$ cat src/rtl/mem_port_arbiter.sv
// rtl/mem_port_arbiter.sv - arbitrates fetch and data requests onto one shared memory port
module mem_port_arbiter #(
  parameter int BIT_WIDTH    = 32,
  parameter int MAX_D_STREAK = 3
) (
  input  logic                 clk,
  input  logic                 rst_n,
  // instruction fetch port
  input  logic                 if_req,
  input  logic [BIT_WIDTH-1:0] if_addr,
  output logic                 if_done,
  output logic [BIT_WIDTH-1:0] if_rdata,
  // data (load/store) port
  input  logic                 d_req,
  input  logic                 d_wrt_en,
  input  logic [BIT_WIDTH-1:0] d_addr,
  input  logic [BIT_WIDTH-1:0] d_wdata,
  output logic                 d_done,
  output logic [BIT_WIDTH-1:0] d_rdata,
  // pipeline stall indications
  output logic                 stall_if,
  output logic                 stall_mem,
  // shared memory port
  output logic                 mem_req,
  output logic                 mem_wrt_en,
  output logic [BIT_WIDTH-1:0] mem_addr,
  output logic [BIT_WIDTH-1:0] mem_wdata,
  input  logic                 mem_ack,
  input  logic [BIT_WIDTH-1:0] mem_rdata
);

  typedef enum logic [1:0] {
    IDLE    = 2'd0,
    IF_BUSY = 2'd1,
    D_BUSY  = 2'd2,
    DONE    = 2'd3
  } state_t;

  localparam logic [2:0] STREAK_LIMIT = 3'(MAX_D_STREAK);
  localparam logic [2:0] STREAK_SAT   = 3'd7;

  state_t     state;
  logic [2:0] d_streak;
  logic       grant_d;
  logic       grant_if;

  // Data normally wins a contested cycle; once it has won STREAK_LIMIT
  // contested grants in a row, fetch gets the port so it cannot starve.
  assign grant_d  = d_req & (~if_req | (d_streak < STREAK_LIMIT));
  assign grant_if = if_req & ~grant_d;

  assign stall_if  = if_req & ~if_done;
  assign stall_mem = d_req & ~d_done;

  // Arbitration FSM: one memory transaction at a time, all outputs registered
  always_ff @(posedge clk) begin
    if (!rst_n) begin
      state      <= IDLE;
      d_streak   <= 3'd0;
      mem_req    <= 1'b0;
      mem_wrt_en <= 1'b0;
      mem_addr   <= '0;
      mem_wdata  <= '0;
      if_done    <= 1'b0;
      d_done     <= 1'b0;
      if_rdata   <= '0;
      d_rdata    <= '0;
    end else begin
      case (state)
        IDLE: begin
          if (grant_d) begin
            mem_addr   <= d_addr;
            mem_wdata  <= d_wdata;
            mem_wrt_en <= d_wrt_en;
            mem_req    <= 1'b1;
            state      <= D_BUSY;
            // only contested data grants count toward the streak
            if (if_req && (d_streak != STREAK_SAT)) begin
              d_streak <= d_streak + 3'd1;
            end
          end else if (grant_if) begin
            mem_addr   <= if_addr;
            mem_wrt_en <= 1'b0;
            mem_req    <= 1'b1;
            d_streak   <= 3'd0;
            state      <= IF_BUSY;
          end
        end

        IF_BUSY: begin
          if (mem_ack) begin
            if_rdata   <= mem_rdata;
            if_done    <= 1'b1;
            mem_req    <= 1'b0;
            mem_wrt_en <= 1'b0;
            state      <= DONE;
          end
        end

        D_BUSY: begin
          if (mem_ack) begin
            // a store leaves the previously loaded word in place
            if (!mem_wrt_en) begin
              d_rdata <= mem_rdata;
            end
            d_done     <= 1'b1;
            mem_req    <= 1'b0;
            mem_wrt_en <= 1'b0;
            state      <= DONE;
          end
        end

        DONE: begin
          // requests are ignored here so the owner can drop its req
          if_done <= 1'b0;
          d_done  <= 1'b0;
          state   <= IDLE;
        end

        default: state <= IDLE;
      endcase
    end
  end

endmodule

$ cat config.mk
export PLATFORM = sky130hd
export DESIGN_NAME = mem_port_arbiter
export DESIGN_NICKNAME = d
export VERILOG_FILES = /design/src/rtl/mem_port_arbiter.sv
export SDC_FILE = /design/constraint.sdc
export NUM_CORES = 1
export LEC_CHECK = 0
export CORE_ASPECT_RATIO = 2
export CORE_MARGIN = 3
export CORE_UTILIZATION = 41
export DETAILED_ROUTE_END_ITERATION = 8
export PLACE_DENSITY_LB_ADDON = 0.12
export SLEW_MARGIN = 20
export SYNTH_ARGS = -nofsm -noshare
export SYNTH_HDL_FRONTEND = slang
export SYNTH_SLANG_ARGS = --single-unit
$ cat constraint.sdc
create_clock -name clk -period 1.9 [get_ports clk]
set_clock_uncertainty 0.05 [all_clocks]
set_input_delay 0.19 -clock clk [delete_from_list [all_inputs] [get_ports clk]]
set_output_delay 0.19 -clock clk [all_outputs]
set_load 0.02 [all_outputs]
==> results of run 1 <==
-- state kept, by name (all words and copies together) (netlist names) --
register	flops
d_rdata	32
d_done	1
if_rdata	32
d_streak	3
if_done	1
mem_addr	32
mem_wdata	32
state	2
mem_wrt_en	1
mem_req	1
-- tightest hold or removal path: stages --
cell	delay [ns]
sky130_fd_sc_hd__buf_2	0.24
sky130_fd_sc_hd__o21ai_0	0.13
sky130_fd_sc_hd__a21oi_1	0.05
-- path summary, 6_finish.rpt --
kind                       end  cells after the start  slack (ns)         from
setup / recovery      stall_if                      3        0.14       if_req
hold / removal    mem_addr[17]                      3        0.19        rst_n
setup reg to reg      state[0]                      5        0.17     state[0]
hold reg to reg    if_rdata[1]                      2        0.40  if_rdata[1]
-- per-stage QoR --
stage                     instance area (µm²)   util  total power [mW]  std cells  worst slack (ns)
after floorplan                          5510      -              5.94        671             0.360
after global placement                   8350  0.639              7.70       1051            0.0469
after detailed placement                 8350  0.639              7.80       1051           -0.0595
after CTS                                8920  0.683              11.0       1082            0.0599
after global routing                     8930  0.683              11.5       1082            0.0409
final                                    8930  0.683              11.0       1082             0.135
-- layout make-up --
class / instances / share of cell area
repair buffers: 283 / 0.325
flip-flops and latches: 137 / 0.307
multi-input cells: 474 / 0.280
clock buffers: 18 / 0.0481
well taps: 152 / 0.0213
clock inverters: 13 / 0.0164
inverters: 5 / 0.00210
-- cell usage in the layout, fill, tap and decap left out, types with 2 or more instances in the layout --
master,count
sky130_fd_sc_hd__a21oi_1,98
sky130_fd_sc_hd__a31oi_1,33
sky130_fd_sc_hd__and2_1,2
sky130_fd_sc_hd__and3_1,2
sky130_fd_sc_hd__buf_12,9
sky130_fd_sc_hd__buf_4,7
sky130_fd_sc_hd__bufinv_16,2
sky130_fd_sc_hd__clkbuf_16,17
sky130_fd_sc_hd__clkdlybuf4s50_1,265
sky130_fd_sc_hd__clkinv_2,2
sky130_fd_sc_hd__clkinv_4,4
sky130_fd_sc_hd__clkinvlp_4,2
sky130_fd_sc_hd__dfxtp_1,137
sky130_fd_sc_hd__ha_1,7
sky130_fd_sc_hd__inv_1,4
sky130_fd_sc_hd__inv_6,3
sky130_fd_sc_hd__mux2i_1,32
sky130_fd_sc_hd__nand2_1,198
sky130_fd_sc_hd__nand2b_1,2
sky130_fd_sc_hd__nand3_1,2
sky130_fd_sc_hd__nand3b_1,2
sky130_fd_sc_hd__nor2_1,2
sky130_fd_sc_hd__nor2b_1,6
sky130_fd_sc_hd__o21ai_0,66
sky130_fd_sc_hd__o32ai_1,2
-- power breakdown --
part	total (mW)	leakage [nW]	internal [mW]	switching (mW)
Sequential	3.72	1.12	3.43	0.299
Combinational	4.01	1.89	1.89	2.12
Clock	3.21	0.277	1.94	1.28
-- repair_timing --
action / CTS / global route
endpoints found under the setup margin: 0 / 1
resized for setup: 0 / 1
hold buffers: 0 / 0
-- routing by layer --
layer	routed length [µm]	up-vias	GRT usage
met2	9550	214	0.435
met1	6430	2666	0.242
met3	1230	33	0.0610
met5	0	-	0
li1	-	2783	-
met4	618	0	0.108
-- kinds of logic (layout without fill, tap and decap cells) --
family | after synthesis | in the layout | share of synthesized area
adders and majority gates | 7 | 7 | 0.0159
buffers and inverters | 60 | 319 | 0.0500
AOI/OAI and AO/OA | 211 | 211 | 0.210
and+or+nand+nor | 223 | 223 | 0.166
DFF | 137 | 137 | 0.498
muxes | 33 | 33 | 0.0602
==> impl_metrics.csv, run 1 <==
group,metric,value,unit
clock_tree,clock_latency,0.41,ns
worst_setup_path,cp.required,1.66,ns
yosys,netlist_top_cells_area,"sky130_fd_sc_hd__dfxtp_1 (50%), sky130_fd_sc_hd__nand2_1 (13%), sky130_fd_sc_hd__a21oi_1 (8.9%)",
floorplanning,area_of_the_core,0.0131,mm²
timing,timing.fmax,567,MHz
floorplanning,top_level_ports,268,
timing,final-max-slew-violation-count,0,
timing,min_period_over_period,0.929,
worst_setup_path,crit_type,"in2out",
clock_tree,clockRootBuffer,"sky130_fd_sc_hd__clkbuf_16",
final_layout,num-fill-cells,1084,
clock_tree,clk_pin_slew_worst_paths,0.06,ns
timing,count_of_endpoints_failing_hold_in_the_final_timing_report,0,
worst_setup_path,start_kind,"primary input",
timing,worst_pin_slew,0.549,ns
worst_setup_path,crit_top_cell,"sky130_fd_sc_hd__clkdlybuf4s50_1",
floorplanning,chipWidth,88.0,µm
timing,maxSlewHeadroom,0.634,
yosys,synth.top_cells.by_count,"sky130_fd_sc_hd__nand2_1 (198), sky130_fd_sc_hd__dfxtp_1 (137), sky130_fd_sc_hd__a21oi_1 (98)",
yosys,synth_enable_flop_cells,0,
grt,first_global_vias,5792,
yosys,yosysTopAreaCellShare,0.498,
yosys,synth.most_common_cell,"sky130_fd_sc_hd__nand2_1",
flow_run,drv.max_cap_violation_count,0,
grt,grt_antenna_before_repair,0,
routing,drtIter0Drc,222,
placement,number_of_buffers_inserted_by_port_buffering,267,
floorplanning,die_h,170,µm
yosys,synth-main-ff-cell,"sky130_fd_sc_hd__dfxtp_1",
grt,overflow,0,
yosys,syn_area_per_cell,8.21,µm²
routing,post_drt_via_cell_ratio,5.26,
routing,detailedRoute.firstPassIterationCount,4,
clock_tree,numCtsBuffers,17,
yosys,warnings_synthesis,0,
grt,pin_count_of_the_biggest_net_entering_global_routing,84,
worst_setup_path,worstPathBufferInverterCount,2,
timing,worst_hold_slack_across_all_endpoints,0.190,ns
final_layout,final_layout_size_suffix_gt1_frac,0.0602,
worst_setup_path,critPathSlowestCell,"sky130_fd_sc_hd__clkdlybuf4s50_1",
placement,place.gp.congestion,0.856,
power_and_ir_drop,leakage,3.28,nW
yosys,seq_area_frac_synth,0.498,
routing,routed_wire_length_per_instance,16.5,µm
power_and_ir_drop,p_per_area,1230,mW/mm²
final_layout,insertedDiodeCount,0,
yosys,syn-cell-area,0.00551,mm²
routing,post-route-drc-count,0,
clock_tree,clock_tree_from_tritoncts,"built",
placement,post-dp-hpwl,13000,µm
clock_tree,cts_buffer_depth,2,
yosys,yosys_register_bits,137,
worst_setup_path,cpPeakStageDelay,0.63,ns
worst_setup_path,critical_path.top_delay_family,"buffers and inverters",
worst_setup_path,crit_path_end_kind,"primary output",
clock_tree,clock_sink_count,137,
yosys,yosysUniqueCellTypes,40,
yosys,post-synth-top-area-cell,"sky130_fd_sc_hd__dfxtp_1",
yosys,synth_cells,671,
timing,grt_setup_unrepaired,"false",
final_layout,multi_input_area,0.00250,mm²
floorplanning,placement_rows,59,
clock_tree,cts.htree.levels,4,
timing,setup_tns,0,ns
routing,routed_wl,17800,µm
min_path,hold_path.class,"in2reg",
clock_tree,cts_post_setup_buffers_inserted,0,
routing,routed-via-count,5696,
worst_setup_path,cp.arrival,1.52,ns
timing,final_setup_viols,0,
worst_setup_path,cp_cell_sequence,"clkdlybuf4s50_1 -> nor2b_1 -> clkdlybuf4s50_1",
power_and_ir_drop,peakVddDrop,825,µV
floorplanning,initial_util,0.422,
final_layout,final_net_count,1059,
grt,groute.usage.overall,0.237,
grt,wire_length_of_the_first_global_routing_pass,28000,µm
yosys,syn-num-nets,812,
yosys,proportion_of_synthesized_flip_flops_having_asynchronous_set_or_reset,0,
final_layout,sequential_cell_area,0.00274,mm²
outcome,outcome,"finished clean",
final_layout,area_growth_syn_to_layout,62.0,%
timing,period_minus_slack,1.76,ns
floorplanning,design.die.area,0.0149,mm²
worst_setup_path,crit_fanout,3,
routing,number_of_nets_with_antenna_violations_after_routing,0,
Power figures use the tool's default switching activity.
==> run 2: changes to the inputs <==
CTS_CLUSTER_SIZE = 8   (was unset)
SLEW_MARGIN = unset   (was 20)
==> results of run 2 <==
No change in the layout: final DEF, timing and power equal those of run 1.
